## config.mk

```make
export PLATFORM = sky130hd
export DESIGN_NAME = pdp_mem_arbiter_flat
export DESIGN_NICKNAME = d
export VERILOG_FILES = /design/src/rtl/pdp8_pkg.sv /design/src/rtl/pdp_mem_arbiter_if.sv /design/src/rtl/pdp_req_slot.sv /design/src/rtl/pdp_mem_arbiter.sv /design/src/flat_wrapper.sv
export SDC_FILE = /design/constraint.sdc
export NUM_CORES = 1
export LEC_CHECK = 0
export ABC_AREA = 1
export CAP_MARGIN = 20
export CORE_ASPECT_RATIO = 1.1
export CORE_MARGIN = 5
export CORE_UTILIZATION = 45
export DETAILED_ROUTE_END_ITERATION = 8
export PLACE_DENSITY = 0.83
export SYNTH_ARGS = -nofsm -noshare
export SYNTH_HDL_FRONTEND = slang
export SYNTH_SLANG_ARGS = --single-unit
```

## constraint.sdc

```tcl
create_clock -name clk -period 2.8 [get_ports clk]
set_clock_uncertainty 0.05 [all_clocks]
set_input_delay 0.56 -clock clk [delete_from_list [all_inputs] [get_ports clk]]
set_output_delay 0.56 -clock clk [all_outputs]
set_load 0.05 [all_outputs]
```

## src/rtl/pdp8_pkg.sv

```systemverilog
// Shared PDP-8 front-end types: memory bus-owner encoding and arbiter defaults.
`ifndef ADDR_WIDTH
`define ADDR_WIDTH 12
`endif
`ifndef DATA_WIDTH
`define DATA_WIDTH 12
`endif

package pdp8_pkg;

  typedef enum logic [1:0] {
    IDLE     = 2'd0,
    FETCH_RD = 2'd1,
    EXEC_RD  = 2'd2,
    EXEC_WR  = 2'd3
  } mem_owner_e;

  localparam int MAX_WAIT_DEF = 3;

endpackage

```

## src/rtl/pdp_mem_arbiter_if.sv

```systemverilog
// Bundle of the fetch, exec and memory_pdp signals around the arbiter.
// The slave view belongs to the arbiter; the master view belongs to requesters and memory.
`ifndef ADDR_WIDTH
`define ADDR_WIDTH 12
`endif
`ifndef DATA_WIDTH
`define DATA_WIDTH 12
`endif

interface pdp_mem_arbiter_if #(
  parameter int ADDR_WIDTH = `ADDR_WIDTH,
  parameter int DATA_WIDTH = `DATA_WIDTH
);
  logic                  ifu_rd_req;
  logic [ADDR_WIDTH-1:0] ifu_rd_addr;
  logic [DATA_WIDTH-1:0] ifu_rd_data;
  logic                  ifu_rd_valid;
  logic                  ifu_busy;

  logic                  exec_rd_req;
  logic [ADDR_WIDTH-1:0] exec_rd_addr;
  logic                  exec_wr_req;
  logic [ADDR_WIDTH-1:0] exec_wr_addr;
  logic [DATA_WIDTH-1:0] exec_wr_data;
  logic [DATA_WIDTH-1:0] exec_rd_data;
  logic                  exec_rd_valid;
  logic                  exec_wr_done;
  logic                  exec_busy;

  logic                  mem_rd_req;
  logic [ADDR_WIDTH-1:0] mem_rd_addr;
  logic                  mem_wr_req;
  logic [ADDR_WIDTH-1:0] mem_wr_addr;
  logic [DATA_WIDTH-1:0] mem_wr_data;
  logic [DATA_WIDTH-1:0] mem_rd_data;

  logic                  proto_err;

  modport slave (
    input  ifu_rd_req, ifu_rd_addr,
    input  exec_rd_req, exec_rd_addr, exec_wr_req, exec_wr_addr, exec_wr_data,
    input  mem_rd_data,
    output ifu_rd_data, ifu_rd_valid, ifu_busy,
    output exec_rd_data, exec_rd_valid, exec_wr_done, exec_busy,
    output mem_rd_req, mem_rd_addr, mem_wr_req, mem_wr_addr, mem_wr_data,
    output proto_err
  );

  modport master (
    output ifu_rd_req, ifu_rd_addr,
    output exec_rd_req, exec_rd_addr, exec_wr_req, exec_wr_addr, exec_wr_data,
    output mem_rd_data,
    input  ifu_rd_data, ifu_rd_valid, ifu_busy,
    input  exec_rd_data, exec_rd_valid, exec_wr_done, exec_busy,
    input  mem_rd_req, mem_rd_addr, mem_wr_req, mem_wr_addr, mem_wr_data,
    input  proto_err
  );
endinterface

```

## src/rtl/pdp_req_slot.sv

```systemverilog
// One-entry request holding slot. Outputs show the slot as it looks after this
// cycle's load, so an op can be loaded and issued on the same edge.
module pdp_req_slot
  import pdp8_pkg::*;
#(
  parameter int ADDR_WIDTH = 12,
  parameter int DATA_WIDTH = 12
) (
  input  logic                  clk,
  input  logic                  reset_n,
  input  logic                  i_load,
  input  mem_owner_e            i_op,
  input  logic [ADDR_WIDTH-1:0] i_addr,
  input  logic [DATA_WIDTH-1:0] i_data,
  input  logic                  i_clear,
  output logic                  o_pending,
  output mem_owner_e            o_op,
  output logic [ADDR_WIDTH-1:0] o_addr,
  output logic [DATA_WIDTH-1:0] o_data
);

  logic                  r_pending;
  mem_owner_e            r_op;
  logic [ADDR_WIDTH-1:0] r_addr;
  logic [DATA_WIDTH-1:0] r_data;

  assign o_pending = r_pending | i_load;
  assign o_op      = i_load ? i_op   : r_op;
  assign o_addr    = i_load ? i_addr : r_addr;
  assign o_data    = i_load ? i_data : r_data;

  always_ff @(posedge clk or negedge reset_n) begin
    if (!reset_n) begin
      r_pending <= 1'b0;
      r_op      <= IDLE;
      r_addr    <= '0;
      r_data    <= '0;
    end else begin
      r_pending <= o_pending & ~i_clear;
      if (i_load) begin
        r_op   <= i_op;
        r_addr <= i_addr;
        r_data <= i_data;
      end
    end
  end

endmodule

```

## src/rtl/pdp_mem_arbiter.sv

```systemverilog
// Shares memory_pdp between instruction fetch and exec: exec wins by default,
// but a fetch that has lost MAX_WAIT times in a row is forced through.
`ifndef ADDR_WIDTH
`define ADDR_WIDTH 12
`endif
`ifndef DATA_WIDTH
`define DATA_WIDTH 12
`endif

module pdp_mem_arbiter
  import pdp8_pkg::*;
#(
  parameter int ADDR_WIDTH = `ADDR_WIDTH,
  parameter int DATA_WIDTH = `DATA_WIDTH,
  parameter int MAX_WAIT   = MAX_WAIT_DEF
) (
  input  logic             clk,
  input  logic             reset_n,
  pdp_mem_arbiter_if.slave bus
);

  localparam int             WCW      = $clog2(MAX_WAIT + 1);
  localparam logic [WCW-1:0] WAIT_MAX = WCW'(MAX_WAIT);

  mem_owner_e            r_owner, r_rd_owner, w_owner_nx;
  logic [WCW-1:0]        r_wait_cnt, w_wait_nx;
  logic                  r_ifu_busy, r_exec_busy, r_proto_err;
  logic [ADDR_WIDTH-1:0] r_mem_addr;
  logic [DATA_WIDTH-1:0] r_mem_data;

  logic                  w_ifu_load, w_exec_any, w_exec_load, w_proto_viol;
  mem_owner_e            w_exec_req_op, w_fetch_op, w_exec_op;
  logic [ADDR_WIDTH-1:0] w_exec_req_addr, w_fetch_addr, w_exec_addr;
  logic [DATA_WIDTH-1:0] w_fetch_data, w_exec_data;
  logic                  w_fetch_pend, w_exec_pend, w_grant_fetch, w_grant_exec;
  logic                  w_ifu_busy_nx, w_exec_busy_nx;

  assign w_ifu_load  = bus.ifu_rd_req & ~r_ifu_busy;
  assign w_exec_any  = bus.exec_rd_req | bus.exec_wr_req;
  assign w_exec_load = w_exec_any & ~r_exec_busy;
  // A read colliding with a write is dropped; the write survives.
  assign w_exec_req_op   = bus.exec_wr_req ? EXEC_WR : EXEC_RD;
  assign w_exec_req_addr = bus.exec_wr_req ? bus.exec_wr_addr : bus.exec_rd_addr;
  assign w_proto_viol    = (bus.ifu_rd_req & r_ifu_busy) | (w_exec_any & r_exec_busy) |
                           (bus.exec_rd_req & bus.exec_wr_req);

  pdp_req_slot #(.ADDR_WIDTH(ADDR_WIDTH), .DATA_WIDTH(DATA_WIDTH)) u_ifu_slot (
    .clk      (clk),
    .reset_n  (reset_n),
    .i_load   (w_ifu_load),
    .i_op     (FETCH_RD),
    .i_addr   (bus.ifu_rd_addr),
    .i_data   ('0),
    .i_clear  (w_grant_fetch),
    .o_pending(w_fetch_pend),
    .o_op     (w_fetch_op),
    .o_addr   (w_fetch_addr),
    .o_data   (w_fetch_data)
  );

  pdp_req_slot #(.ADDR_WIDTH(ADDR_WIDTH), .DATA_WIDTH(DATA_WIDTH)) u_exec_slot (
    .clk      (clk),
    .reset_n  (reset_n),
    .i_load   (w_exec_load),
    .i_op     (w_exec_req_op),
    .i_addr   (w_exec_req_addr),
    .i_data   (bus.exec_wr_data),
    .i_clear  (w_grant_exec),
    .o_pending(w_exec_pend),
    .o_op     (w_exec_op),
    .o_addr   (w_exec_addr),
    .o_data   (w_exec_data)
  );

  always_ff @(posedge clk or negedge reset_n) begin
    if (!reset_n) begin
      r_owner    <= IDLE;
      r_rd_owner <= IDLE;
    end else begin
      r_owner    <= w_owner_nx;
      r_rd_owner <= r_owner;
    end
  end

  always_comb begin
    w_owner_nx    = IDLE;
    w_grant_fetch = 1'b0;
    w_grant_exec  = 1'b0;
    if (w_fetch_pend && (r_wait_cnt == WAIT_MAX)) begin
      w_owner_nx    = w_fetch_op;
      w_grant_fetch = 1'b1;
    end else if (w_exec_pend) begin
      w_owner_nx    = w_exec_op;
      w_grant_exec  = 1'b1;
    end else if (w_fetch_pend) begin
      w_owner_nx    = w_fetch_op;
      w_grant_fetch = 1'b1;
    end
  end

  always_comb begin
    bus.mem_rd_req    = (r_owner == FETCH_RD) || (r_owner == EXEC_RD);
    bus.mem_wr_req    = (r_owner == EXEC_WR);
    bus.exec_wr_done  = (r_owner == EXEC_WR);
    bus.ifu_rd_valid  = (r_rd_owner == FETCH_RD);
    bus.exec_rd_valid = (r_rd_owner == EXEC_RD);
  end

  assign bus.mem_rd_addr  = r_mem_addr;
  assign bus.mem_wr_addr  = r_mem_addr;
  assign bus.mem_wr_data  = r_mem_data;
  assign bus.ifu_rd_data  = bus.mem_rd_data;
  assign bus.exec_rd_data = bus.mem_rd_data;
  assign bus.ifu_busy     = r_ifu_busy;
  assign bus.exec_busy    = r_exec_busy;
  assign bus.proto_err    = r_proto_err;

  always_comb begin
    w_wait_nx = r_wait_cnt;
    if (w_grant_fetch || !w_fetch_pend) begin
      w_wait_nx = '0;
    end else if (w_grant_exec && (r_wait_cnt != WAIT_MAX)) begin
      w_wait_nx = r_wait_cnt + 1'b1;
    end
  end

  // Busy spans the pending slot, the issue cycle and, for reads, the return cycle.
  assign w_ifu_busy_nx  = w_fetch_pend | (r_owner == FETCH_RD);
  assign w_exec_busy_nx = w_exec_pend  | (r_owner == EXEC_RD);

  always_ff @(posedge clk or negedge reset_n) begin
    if (!reset_n) begin
      r_wait_cnt  <= '0;
      r_ifu_busy  <= 1'b0;
      r_exec_busy <= 1'b0;
      r_proto_err <= 1'b0;
      r_mem_addr  <= '0;
      r_mem_data  <= '0;
    end else begin
      r_wait_cnt  <= w_wait_nx;
      r_ifu_busy  <= w_ifu_busy_nx;
      r_exec_busy <= w_exec_busy_nx;
      r_proto_err <= r_proto_err | w_proto_viol;
      if (w_grant_fetch) begin
        r_mem_addr <= w_fetch_addr;
        r_mem_data <= w_fetch_data;
      end else if (w_grant_exec) begin
        r_mem_addr <= w_exec_addr;
        r_mem_data <= w_exec_data;
      end
    end
  end

endmodule

```

## src/flat_wrapper.sv

```systemverilog
// flat-port wrapper written by rule: the top's interface ports become plain ports
module pdp_mem_arbiter_flat import pdp8_pkg::*;
#(
  parameter int ADDR_WIDTH = `ADDR_WIDTH,
  parameter int DATA_WIDTH = `DATA_WIDTH,
  parameter int MAX_WAIT   = MAX_WAIT_DEF
)
  (clk, reset_n, bus_ifu_rd_req, bus_ifu_rd_addr, bus_exec_rd_req, bus_exec_rd_addr, bus_exec_wr_req, bus_exec_wr_addr, bus_exec_wr_data, bus_mem_rd_data, bus_ifu_rd_data, bus_ifu_rd_valid, bus_ifu_busy, bus_exec_rd_data, bus_exec_rd_valid, bus_exec_wr_done, bus_exec_busy, bus_mem_rd_req, bus_mem_rd_addr, bus_mem_wr_req, bus_mem_wr_addr, bus_mem_wr_data, bus_proto_err);
  pdp_mem_arbiter_if #(.ADDR_WIDTH(ADDR_WIDTH), .DATA_WIDTH(DATA_WIDTH)) bus_i ();
  input  logic clk;
  input  logic reset_n;
  input wire logic [$bits(bus_i.ifu_rd_req)-1:0] bus_ifu_rd_req;
  input wire logic [$bits(bus_i.ifu_rd_addr)-1:0] bus_ifu_rd_addr;
  input wire logic [$bits(bus_i.exec_rd_req)-1:0] bus_exec_rd_req;
  input wire logic [$bits(bus_i.exec_rd_addr)-1:0] bus_exec_rd_addr;
  input wire logic [$bits(bus_i.exec_wr_req)-1:0] bus_exec_wr_req;
  input wire logic [$bits(bus_i.exec_wr_addr)-1:0] bus_exec_wr_addr;
  input wire logic [$bits(bus_i.exec_wr_data)-1:0] bus_exec_wr_data;
  input wire logic [$bits(bus_i.mem_rd_data)-1:0] bus_mem_rd_data;
  output wire logic [$bits(bus_i.ifu_rd_data)-1:0] bus_ifu_rd_data;
  output wire logic [$bits(bus_i.ifu_rd_valid)-1:0] bus_ifu_rd_valid;
  output wire logic [$bits(bus_i.ifu_busy)-1:0] bus_ifu_busy;
  output wire logic [$bits(bus_i.exec_rd_data)-1:0] bus_exec_rd_data;
  output wire logic [$bits(bus_i.exec_rd_valid)-1:0] bus_exec_rd_valid;
  output wire logic [$bits(bus_i.exec_wr_done)-1:0] bus_exec_wr_done;
  output wire logic [$bits(bus_i.exec_busy)-1:0] bus_exec_busy;
  output wire logic [$bits(bus_i.mem_rd_req)-1:0] bus_mem_rd_req;
  output wire logic [$bits(bus_i.mem_rd_addr)-1:0] bus_mem_rd_addr;
  output wire logic [$bits(bus_i.mem_wr_req)-1:0] bus_mem_wr_req;
  output wire logic [$bits(bus_i.mem_wr_addr)-1:0] bus_mem_wr_addr;
  output wire logic [$bits(bus_i.mem_wr_data)-1:0] bus_mem_wr_data;
  output wire logic [$bits(bus_i.proto_err)-1:0] bus_proto_err;
  assign bus_i.ifu_rd_req = bus_ifu_rd_req;
  assign bus_i.ifu_rd_addr = bus_ifu_rd_addr;
  assign bus_i.exec_rd_req = bus_exec_rd_req;
  assign bus_i.exec_rd_addr = bus_exec_rd_addr;
  assign bus_i.exec_wr_req = bus_exec_wr_req;
  assign bus_i.exec_wr_addr = bus_exec_wr_addr;
  assign bus_i.exec_wr_data = bus_exec_wr_data;
  assign bus_i.mem_rd_data = bus_mem_rd_data;
  assign bus_ifu_rd_data = bus_i.ifu_rd_data;
  assign bus_ifu_rd_valid = bus_i.ifu_rd_valid;
  assign bus_ifu_busy = bus_i.ifu_busy;
  assign bus_exec_rd_data = bus_i.exec_rd_data;
  assign bus_exec_rd_valid = bus_i.exec_rd_valid;
  assign bus_exec_wr_done = bus_i.exec_wr_done;
  assign bus_exec_busy = bus_i.exec_busy;
  assign bus_mem_rd_req = bus_i.mem_rd_req;
  assign bus_mem_rd_addr = bus_i.mem_rd_addr;
  assign bus_mem_wr_req = bus_i.mem_wr_req;
  assign bus_mem_wr_addr = bus_i.mem_wr_addr;
  assign bus_mem_wr_data = bus_i.mem_wr_data;
  assign bus_proto_err = bus_i.proto_err;
  pdp_mem_arbiter #(.ADDR_WIDTH(ADDR_WIDTH), .DATA_WIDTH(DATA_WIDTH), .MAX_WAIT(MAX_WAIT)) u_core (.clk(clk), .reset_n(reset_n), .bus(bus_i));
endmodule
```

==> impl_metrics.tcl, run 1 <==
set metrics [dict create \
    first_pass_drt_iterations 4 \
    r2r-end "u_core.bus.mem_wr_data[6]$_DFFE_PN0P_" \
    timing_hold_violations_final 0 \
    globalplace.congestion 0.856 \
    syn_area_per_cell_sq_um 7.95 \
    netSwitchingPower_uw 3130 \
    ir_worst_vdd_v 0.000509 \
    critical_path.max_fanout 4 \
    r2r-start "u_core.bus.ifu_busy$_DFF_PN0_" \
    endpoint "bus_mem_rd_req" \
    globalRouteOverflowTotal 0 \
    rows 37 \
    grt_setup_unrepaired "false" \
    max-clock-path-buffers 2 \
    crit_path_cell_trace "inv_1, ha_1, inv_1, clkdlybuf4s50_1" \
    cts_inserted_buffers 9 \
    sw_frac_of_total_pct 48.3 \
    globalRoute.busiestLayer "met2" \
    rel_slew_slack_pct 57.3 \
    cts_num_sinks 87 \
    totalNegativeSetupSlack_ps 0 \
    clock_root_cell "sky130_fd_sc_hd__clkbuf_8" \
    worstSetupEndpointType "output port" \
    ys_seq_elements 87 \
    post-cts-setup-buffer-count 0 \
    die_area_sq_mm 0.0116 \
    h-tree-depth 3 \
    count_of_flip_flops_with_a_built_in_enable_after_synthesis 0 \
    clock_transition_at_the_registers_of_the_reported_paths_ps 80 \
    drv_cap 0 \
    mappedNetlistNets 607 \
    syn_inst 538 \
    worst-slew-pin-transition_ps 640 \
    timing.critical_path.depth 4 \
    design.core.area_sq_mm 0.00931 \
    die_width_um 103 \
    grt_use_met1_pct 21.0 \
    crit_start "u_core.r_owner[0]$_DFF_PN0_" \
    timing.setup.critical_path_class "reg -> out" \
    drt_iter0_drc 220 \
    internal_power_uw 3350 \
    timing.critical_path.slowest_stage_cell "sky130_fd_sc_hd__clkdlybuf4s50_1" \
    power.density_cell_area_mw_per_mm2 1230 \
    grt_util_met2_pct 29.5 \
    final.period_utilization_pct 93.8 \
    vias 3400 \
    hold_path_class "in -> async" \
    holdBufCountCts 0 \
    insertion_delay_ps 350 \
    synthDistinctLibCells 26 \
    post_synth_design_cell_area_sq_mm 0.00428 \
    start_util_pct 46.0 \
    run_status "finished clean" \
    mean_routed_wirelength_per_cell_um 13.7 \
    crit_path_max_incr_delay_ps 790 \
    antenna_violations_before_repair 0 \
    cp_required_ps 2190 \
    achievable-frequency_mhz 381 \
    num_antenna_cells 0 \
    path_buf_inv 3 \
    drt_wl_total_mm 9.89 \
    port_buffers 96 \
    pwr-share-comb_pct 55.9 \
    grt_use_total_pct 17.4 \
    num-nets-final 667 \
    io-pin-count 133 \
    area.growth.synth_to_final_pct 22.9 \
    detailedPlacementHpwl_mm 7.39 \
    number_of_setup_violations_in_the_final_report 0 \
    drtAntennaViolNets 0 \
    drt_drc_violations_left 0 \
    cell_occurring_most_often_along_the_worst_timing_path "sky130_fd_sc_hd__inv_1" \
    ff2ff_setup_slack_ps 970 \
    r2r.worst_path.cells 8 \
    die_h_um 112 \
    synth_seq_area_share_pct 50.9 \
    crit_path_start_kind "flip-flop" \
    largest_net_degree_at_the_start_of_global_routing 54 \
    grt_use_met3_pct 3.67 \
    fin_crit_ps 2630 \
    seqPwrFrac_pct 31.2 \
    post_drt_via_cell_ratio 4.72 \
    postSynth.topFlopCell "sky130_fd_sc_hd__dfrtp_1" \
    critical_path.top_delay_family "buffers and inverters" \
    tritoncts "yes" \
    clkPwrFrac_pct 12.9 \
    power.static_leakage_uw 0.00282 \
    layout-drive-gt1-share_pct 6.47 \
    post_cts_resize_count 0 \
    wire_length_of_the_first_global_routing_pass_mm 15.8 \
    synth-async-reset-ratio_pct 100 \
    fin_hold_ws_ps 178 \
    number_of_global_route_vias_before_repair 3386 \
    critical_path_arrival_ps 2020 \
    slew_viol_final 0 \
    yosys_warnings 0 \
]
-- cells in the final DEF (no fill, tap or decap), types with 3 or more instances in the layout --
cell type,n
sky130_fd_sc_hd__clkbuf_8,10
sky130_fd_sc_hd__nor2_1,23
sky130_fd_sc_hd__buf_4,14
sky130_fd_sc_hd__ha_1,4
sky130_fd_sc_hd__nand2_4,3
sky130_fd_sc_hd__dfrtp_1,87
sky130_fd_sc_hd__a21oi_1,12
sky130_fd_sc_hd__clkinv_2,3
sky130_fd_sc_hd__o21ai_1,9
sky130_fd_sc_hd__o21ai_0,9
sky130_fd_sc_hd__nand2_1,160
sky130_fd_sc_hd__clkdlybuf4s50_1,95
sky130_fd_sc_hd__nand3_1,60
sky130_fd_sc_hd__inv_1,99
-- state kept, by name, indices dropped and copies added, names as in the netlist --
signal / count
u_core.r_owner: 2
u_core.bus.exec_busy: 1
u_core.u_ifu_slot.r_pending: 1
u_core.bus.ifu_busy: 1
u_core.bus.mem_rd_addr: 12
u_core.u_exec_slot.r_pending: 1
u_core.u_exec_slot.r_addr: 12
u_core.u_ifu_slot.r_data: 12
u_core.u_ifu_slot.r_op: 2
u_core.u_ifu_slot.r_addr: 12
u_core.bus.mem_wr_data: 12
u_core.bus.proto_err: 1
u_core.u_exec_slot.r_data: 12
u_core.r_wait_cnt: 2
u_core.u_exec_slot.r_op: 2
u_core.r_rd_owner: 2
-- cell usage after synthesis (2+ instances only) --
| cell | n | share of area, % |
|---|---|---|
| sky130_fd_sc_hd__nand2_1 | 160 | 14 |
| sky130_fd_sc_hd__inv_1 | 99 | 8.7 |
| sky130_fd_sc_hd__dfrtp_1 | 87 | 51 |
| sky130_fd_sc_hd__nand3_1 | 60 | 7.0 |
| sky130_fd_sc_hd__buf_4 | 44 | 7.7 |
| sky130_fd_sc_hd__nor2_1 | 23 | 2.0 |
| sky130_fd_sc_hd__a21oi_1 | 12 | 1.4 |
| sky130_fd_sc_hd__buf_2 | 12 | 1.4 |
| sky130_fd_sc_hd__o21ai_0 | 9 | 1.1 |
| sky130_fd_sc_hd__o21ai_1 | 9 | 1.1 |
| sky130_fd_sc_hd__ha_1 | 4 | 1.2 |
| sky130_fd_sc_hd__nand2_4 | 3 | 0.79 |
| sky130_fd_sc_hd__buf_1 | 2 | 0.18 |
| sky130_fd_sc_hd__or2_2 | 2 | 0.29 |
-- area by class of cell --
| class | count | area, sq um |
|---|---|---|
| clock buffers | 12 | 145 |
| clock inverters | 4 | 45.0 |
| fillers | 800 | 4050 |
| inverters | 100 | 375 |
| multi-input cells | 291 | 1310 |
| flip-flops and latches | 87 | 2180 |
| well taps | 117 | 146 |
| repair buffers | 109 | 1060 |
-- metal layers --
metal | share of wire [%] | up-vias
met1 | 40 | 1578
li1 | - | 1690
met5 | 0 | -
met2 | 50 | 115
met3 | 7.1 | 17
met4 | 2.2 | 0
-- cell families after synthesis --
kind of cell / after synthesis / synth area share, %
AOI/OAI and AO/OA: 34 / 4.53
adders and majority gates: 4 / 1.17
DFF: 87 / 50.9
buffers and inverters: 160 / 18.4
and+or+nand+nor: 253 / 25.0
-- worst min path at each step --
stage,to,from,cells after the start
after global placement,u_core.u_exec_slot.r_op[1]$_DFF_PN0_,u_core.u_exec_slot.r_op[1]$_DFF_PN0_,2
after global routing,u_core.bus.mem_wr_data[6]$_DFFE_PN0P_,reset_n,1
after CTS,u_core.bus.mem_wr_data[8]$_DFFE_PN0P_,reset_n,1
final,u_core.bus.mem_wr_data[8]$_DFFE_PN0P_,reset_n,1
after floorplan,u_core.bus.exec_busy$_DFF_PN0_,reset_n,0
after detailed placement,u_core.r_wait_cnt[0]$_DFFE_PN0P_,u_core.r_wait_cnt[0]$_DFFE_PN0P_,1
-- worst reg2reg max path: cells and delay by family (launching register included) --
| family | cells | cell delay (ps) |
|---|---|---|
| compound gates | 1 | 90 |
| buf+inv | 1 | 80 |
| flops | 1 | 400 |
| simple gates | 6 | 1100 |
-- power groups by stage --
| stage | logic [uW] | clock network [uW] | registers [uW] |
|---|---|---|---|
| CTS | 3630 | 853 | 2020 |
| floorplan | 2080 | 0 | 2650 |
| finish | 3620 | 838 | 2020 |
| detailed placement | 3620 | 0 | 2040 |
| global route | 3890 | 902 | 2080 |
| global placement | 3520 | 0 | 2020 |
-- metrics by stage --
step	util [%]	worst slack [ps]	instances	total power, uW	instance area [sq um]
floorplan	-	1050	538	4730	4280
global placement	54.5	343	704	5540	5070
detailed placement	54.5	278	704	5660	5070
CTS	56.5	161	720	6500	5260
global route	56.5	80.2	720	6880	5260
finish	56.5	175	720	6480	5260
(Power assumes the default switching activity.)
==> run 2: changes to the inputs <==
CTS_BUF_LIST = sky130_fd_sc_hd__clkbuf_2   (was not set)
SETUP_SLACK_MARGIN = 0.3   (was not set)
==> impl_metrics.tcl, run 2 (synthesis results as in run 1) <==
set metrics [dict create \
    hold_path_class "reg -> reg" \
    crit_start "u_core.bus.exec_busy$_DFF_PN0_" \
    fin_crit_ps 2410 \
    utilization_pct 55.7 \
    critical_path_arrival_ps 1800 \
    timing_hold_violations_final 0 \
    max-clock-path-buffers 2 \
    drt_drc_violations_left 0 \
    number_of_global_route_vias_before_repair 3329 \
    power.density_cell_area_mw_per_mm2 1200 \
    ff2ff_setup_slack_ps 980 \
    cts_num_sinks 87 \
    largest_net_degree_at_the_start_of_global_routing 54 \
    drt_wl_total_mm 9.78 \
    crit_path_start_kind "flip-flop" \
    worstSetupEndpointType "output port" \
    grt_setup_unrepaired "false" \
    nFillCells 815 \
    post-layout-total-power_uw 6200 \
    grt_use_met1_pct 21.4 \
    detailedPlacementHpwl_mm 7.39 \
    start_util_pct 46.0 \
    h-tree-depth 3 \
    crit_path_max_incr_delay_ps 830 \
    wire_length_of_the_first_global_routing_pass_mm 15.7 \
    number_of_setup_violations_in_the_final_report 0 \
    path_buf_inv 1 \
    critical_path.max_fanout 4 \
    drtAntennaViolNets 0 \
    achievable-frequency_mhz 415 \
    timing.critical_path.depth 1 \
    crit_path_cell_trace "clkdlybuf4s50_1" \
    die_h_um 112 \
    globalRoute.busiestLayer "met2" \
    timing.setup.critical_path_class "reg -> out" \
    timing.critical_path.slowest_stage_cell "sky130_fd_sc_hd__clkdlybuf4s50_1" \
    tritoncts "yes" \
    insertion_delay_ps 520 \
    run_status "finished clean" \
    clock_root_cell "sky130_fd_sc_hd__clkbuf_2" \
    port_buffers 96 \
    r2r-start "u_core.bus.ifu_busy$_DFF_PN0_" \
    grt_use_met3_pct 3.42 \
    fin_hold_ws_ps 409 \
    post_drt_via_cell_ratio 4.76 \
    grt_use_total_pct 17.1 \
    drt_iter0_drc 188 \
    cp_required_ps 2190 \
    grt_util_met2_pct 28.8 \
    power.static_leakage_uw 0.00284 \
    design.core.area_sq_mm 0.00931 \
    rows 37 \
    mean_routed_wirelength_per_cell_um 13.5 \
    globalRouteOverflowTotal 0 \
    drv_cap 0 \
    r2r-end "u_core.bus.mem_wr_data[8]$_DFFE_PN0P_" \
    layout-drive-gt1-share_pct 6.79 \
    num-nets-final 668 \
    final_cell_mix "160 x sky130_fd_sc_hd__nand2_1, 99 x sky130_fd_sc_hd__inv_1, 90 x sky130_fd_sc_hd__clkdlybuf4s50_1" \
    worst-slew-pin-transition_ps 640 \
    die_width_um 103 \
    slew_viol_final 0 \
    vias 3437 \
    die_area_sq_mm 0.0116 \
    globalplace.congestion 0.856 \
    final.period_utilization_pct 86.0 \
    r2r.worst_path.cells 8 \
    clock_transition_at_the_registers_of_the_reported_paths_ps 200 \
    layout_commonest_cell "sky130_fd_sc_hd__nand2_1" \
    critical_path.top_delay_family "buffers and inverters" \
    endpoint "bus_exec_busy" \
    cts_inserted_buffers 9 \
    first_pass_drt_iterations 5 \
    ir_worst_vdd_v 0.000493 \
    area.growth.synth_to_final_pct 21.1 \
    totalNegativeSetupSlack_ps 0 \
    io-pin-count 133 \
    antenna_violations_before_repair 1 \
    rel_slew_slack_pct 57.3 \
]
-- run 2: through the flow --
stage                     cells  area (sq um)  setup WS (ps)
after detailed placement    704          5070            278
after global routing        722          5180            307
after floorplan             538          4280           1050
after CTS                   721          5180            213
final                       722          5180            392
after global placement      704          5070            343
-- run 2: routing by layer --
metal  vias to the layer above  share of wire [%]
met5                         -                  0
met4                         0                2.0
met3                        22                6.4
met2                       103                 50
met1                      1617                 41
li1                       1695                  -
-- run 2: how the worst min path moves through the flow --
stage	start	end	slack [ps]	cells after the start
global placement	u_core.u_exec_slot.r_op[1]$_DFF_PN0_	u_core.u_exec_slot.r_op[1]$_DFF_PN0_	380	2
global route	u_core.r_wait_cnt[0]$_DFFE_PN0P_	u_core.r_wait_cnt[0]$_DFFE_PN0P_	430	1
floorplan	reset_n	u_core.bus.exec_busy$_DFF_PN0_	210	0
finish	u_core.r_wait_cnt[0]$_DFFE_PN0P_	u_core.r_wait_cnt[0]$_DFFE_PN0P_	410	1
CTS	u_core.r_wait_cnt[0]$_DFFE_PN0P_	u_core.r_wait_cnt[0]$_DFFE_PN0P_	410	1
detailed placement	u_core.r_wait_cnt[0]$_DFFE_PN0P_	u_core.r_wait_cnt[0]$_DFFE_PN0P_	390	1
-- run 2: cell type report --
cell class	count	area (sq um)	area share (%)
Multi-Input combinational cell	291	1310	25.3
Tap cell	117	146	2.83
Antenna cell	1	2.50	0.0483
Sequential cell	87	2180	42.0
Clock inverter	5	48.8	0.942
Timing Repair Buffer	110	1060	20.5
Inverter	100	375	7.24
Clock buffer	11	55.1	1.06
-- run 2: what timing repair did --
action,CTS,global route
resized for setup,3,4
hold buffers,1,0
endpoints found under the setup margin,3,3
setup buffers,0,0
endpoints found under the hold margin,50,0
-- run 2: power by group --
group | internal, uW | switching (uW) | total (uW)
logic | 1130 | 2450 | 3590
clock network | 207 | 390 | 597
registers | 1750 | 265 | 2020
==> run 3: changes to the inputs <==
HOLD_SLACK_MARGIN = 0.15   (was not set)
clock period = 2.3 ns   (was 2.8 ns; I/O delays follow)
==> impl_metrics.tcl, run 3 (synthesis results as in run 1) <==
set metrics [dict create \
    drtAntennaViolNets 0 \
    ir_worst_vdd_v 0.000577 \
    die_h_um 112 \
    rows 37 \
    clock_root_cell "sky130_fd_sc_hd__clkbuf_2" \
    max-clock-path-buffers 2 \
    hold_path_class "in -> async" \
    seqPwrFrac_pct 31.8 \
    layout-drive-gt1-share_pct 15.1 \
    layout_commonest_cell "sky130_fd_sc_hd__nand2_1" \
    totalNegativeSetupSlack_ps 0 \
    grt_setup_unrepaired "true" \
    critical_path.max_fanout 4 \
    globalRouteOverflowTotal 0 \
    drt_drc_violations_left 0 \
    clock_transition_at_the_registers_of_the_reported_paths_ps 220 \
    run_status "finished clean" \
    netSwitchingPower_uw 3920 \
    area.sequential_sq_mm 0.00218 \
    fin_hold_ws_ps 324 \
    number_of_global_route_vias_before_repair 3539 \
    h-tree-depth 3 \
    port_buffers 96 \
    power.static_leakage_uw 0.00288 \
    cts_inserted_buffers 9 \
    cp_required_ps 1790 \
    sw_frac_of_total_pct 50.7 \
    tritoncts "yes" \
    mean_routed_wirelength_per_cell_um 14.4 \
    critical_path_arrival_ps 1540 \
    die_width_um 103 \
    cts_num_sinks 87 \
    num-nets-final 673 \
    insertion_delay_ps 550 \
    wire_length_of_the_first_global_routing_pass_mm 16.8 \
    fin_crit_ps 2050 \
    internal_power_uw 3820 \
    antenna_violations_before_repair 1 \
    start_util_pct 46.0 \
    detailedPlacementHpwl_mm 7.63 \
    rel_slew_slack_pct 67.1 \
    final_cell_mix "160 x sky130_fd_sc_hd__nand2_1, 98 x sky130_fd_sc_hd__inv_1, 87 x sky130_fd_sc_hd__dfrtp_1" \
    r2r.worst_path.cells 8 \
    final.period_utilization_pct 89.1 \
    drv_cap 0 \
    achievable-frequency_mhz 488 \
    drt_iter0_drc 288 \
    grt_use_total_pct 18.5 \
    drt_wl_total_mm 10.4 \
    number_of_setup_violations_in_the_final_report 0 \
    utilization_pct 56.5 \
    post_drt_via_cell_ratio 4.89 \
    pwr-share-comb_pct 57.0 \
    worstSetupEndpointType "output port" \
    io-pin-count 133 \
    timing.setup.critical_path_class "reg -> out" \
    slew_viol_final 0 \
    multi_input_comb_area_sq_mm 0.00132 \
    vias 3555 \
    globalplace.congestion 0.860 \
    post-layout-total-power_uw 7730 \
    design.core.area_sq_mm 0.00931 \
    crit_path_start_kind "flip-flop" \
    timing_hold_violations_final 0 \
    largest_net_degree_at_the_start_of_global_routing 41 \
    power.density_cell_area_mw_per_mm2 1470 \
    clkPwrFrac_pct 11.2 \
    die_area_sq_mm 0.0116 \
    nFillCells 778 \
    first_pass_drt_iterations 5 \
    worst-slew-pin-transition_ps 493 \
    area.growth.synth_to_final_pct 22.8 \
]
run 3: cell count changes in the layout (fill, tap and decap cells not counted), moves of 3 or more:
cell,previous run,this run
sky130_fd_sc_hd__buf_2,0,4
sky130_fd_sc_hd__clkdlybuf4s15_2,0,26
sky130_fd_sc_hd__clkbuf_2,12,21
sky130_fd_sc_hd__clkdlybuf4s50_1,90,51
sky130_fd_sc_hd__buf_12,0,3
run 3: repair_timing:
item	4_1_cts	5_1_grt
hold endpoints to repair	37	0
gates resized for setup	128	20
hold buffers	1	0
buffers inserted	2	0
pin swaps	0	0
endpoints found under the setup margin	44	19
run 3: path summary, 6_finish.rpt:
kind / to / startpoint / slack (ps)
worst min-delay path: u_core.bus.mem_wr_data[6]$_DFFE_PN0P_ / reset_n / 320
worst max-delay path: bus_mem_rd_req / u_core.r_owner[1]$_DFF_PN0_ / 250
max in group asynchronous: u_core.bus.mem_rd_addr[2]$_DFFE_PN0P_ / reset_n / 1190
worst min register to register: u_core.r_wait_cnt[0]$_DFFE_PN0P_ / u_core.r_wait_cnt[0]$_DFFE_PN0P_ / 440
min in group clk: u_core.u_exec_slot.r_data[5]$_DFF_PN0_ / bus_exec_wr_data[5] / 400
worst max register to register: u_core.bus.mem_rd_addr[2]$_DFFE_PN0P_ / u_core.bus.ifu_busy$_DFF_PN0_ / 520
run 3: cell type report:
type | count | share of cell area, %
inverters | 100 | 7.14
well taps | 117 | 2.79
diodes | 1 | 0.0476
multi-input cells | 291 | 25.0
clock buffers | 10 | 0.953
flip-flops and latches | 87 | 41.4
clock inverters | 6 | 1.62
repair buffers | 115 | 21.0
run 3: critical path: stages (launching register included):
cell and delay [ps]:
sky130_fd_sc_hd__dfrtp_1 480, sky130_fd_sc_hd__ha_1 310, sky130_fd_sc_hd__inv_2 70, sky130_fd_sc_hd__buf_8 140
run 3: routing by layer:
metal / GRT usage (%) / wire, um / vias up
met5: 0 / 0 / -
met4: 9.41 / 308 / 0
met2: 30.6 / 5260 / 141
met1: 22.7 / 4080 / 1684
met3: 3.67 / 790 / 28
li1: - / - / 1702
run 3: power by group through the flow:
stage	clock network (uW)	registers (uW)	logic, uW
detailed placement	0	2490	4490
CTS	872	2450	4460
floorplan	0	3220	2530
global route	938	2510	4740
finish	869	2460	4410
global placement	0	2460	4360
run 3: stage by stage:
step | setup WS (ps) | cell area, sq um | cells
final | 250 | 5250 | 727
after global routing | 164 | 5250 | 727
after CTS | 221 | 5330 | 726
after detailed placement | 58.3 | 5120 | 707
after global placement | 148 | 5120 | 707
after floorplan | 548 | 4280 | 538
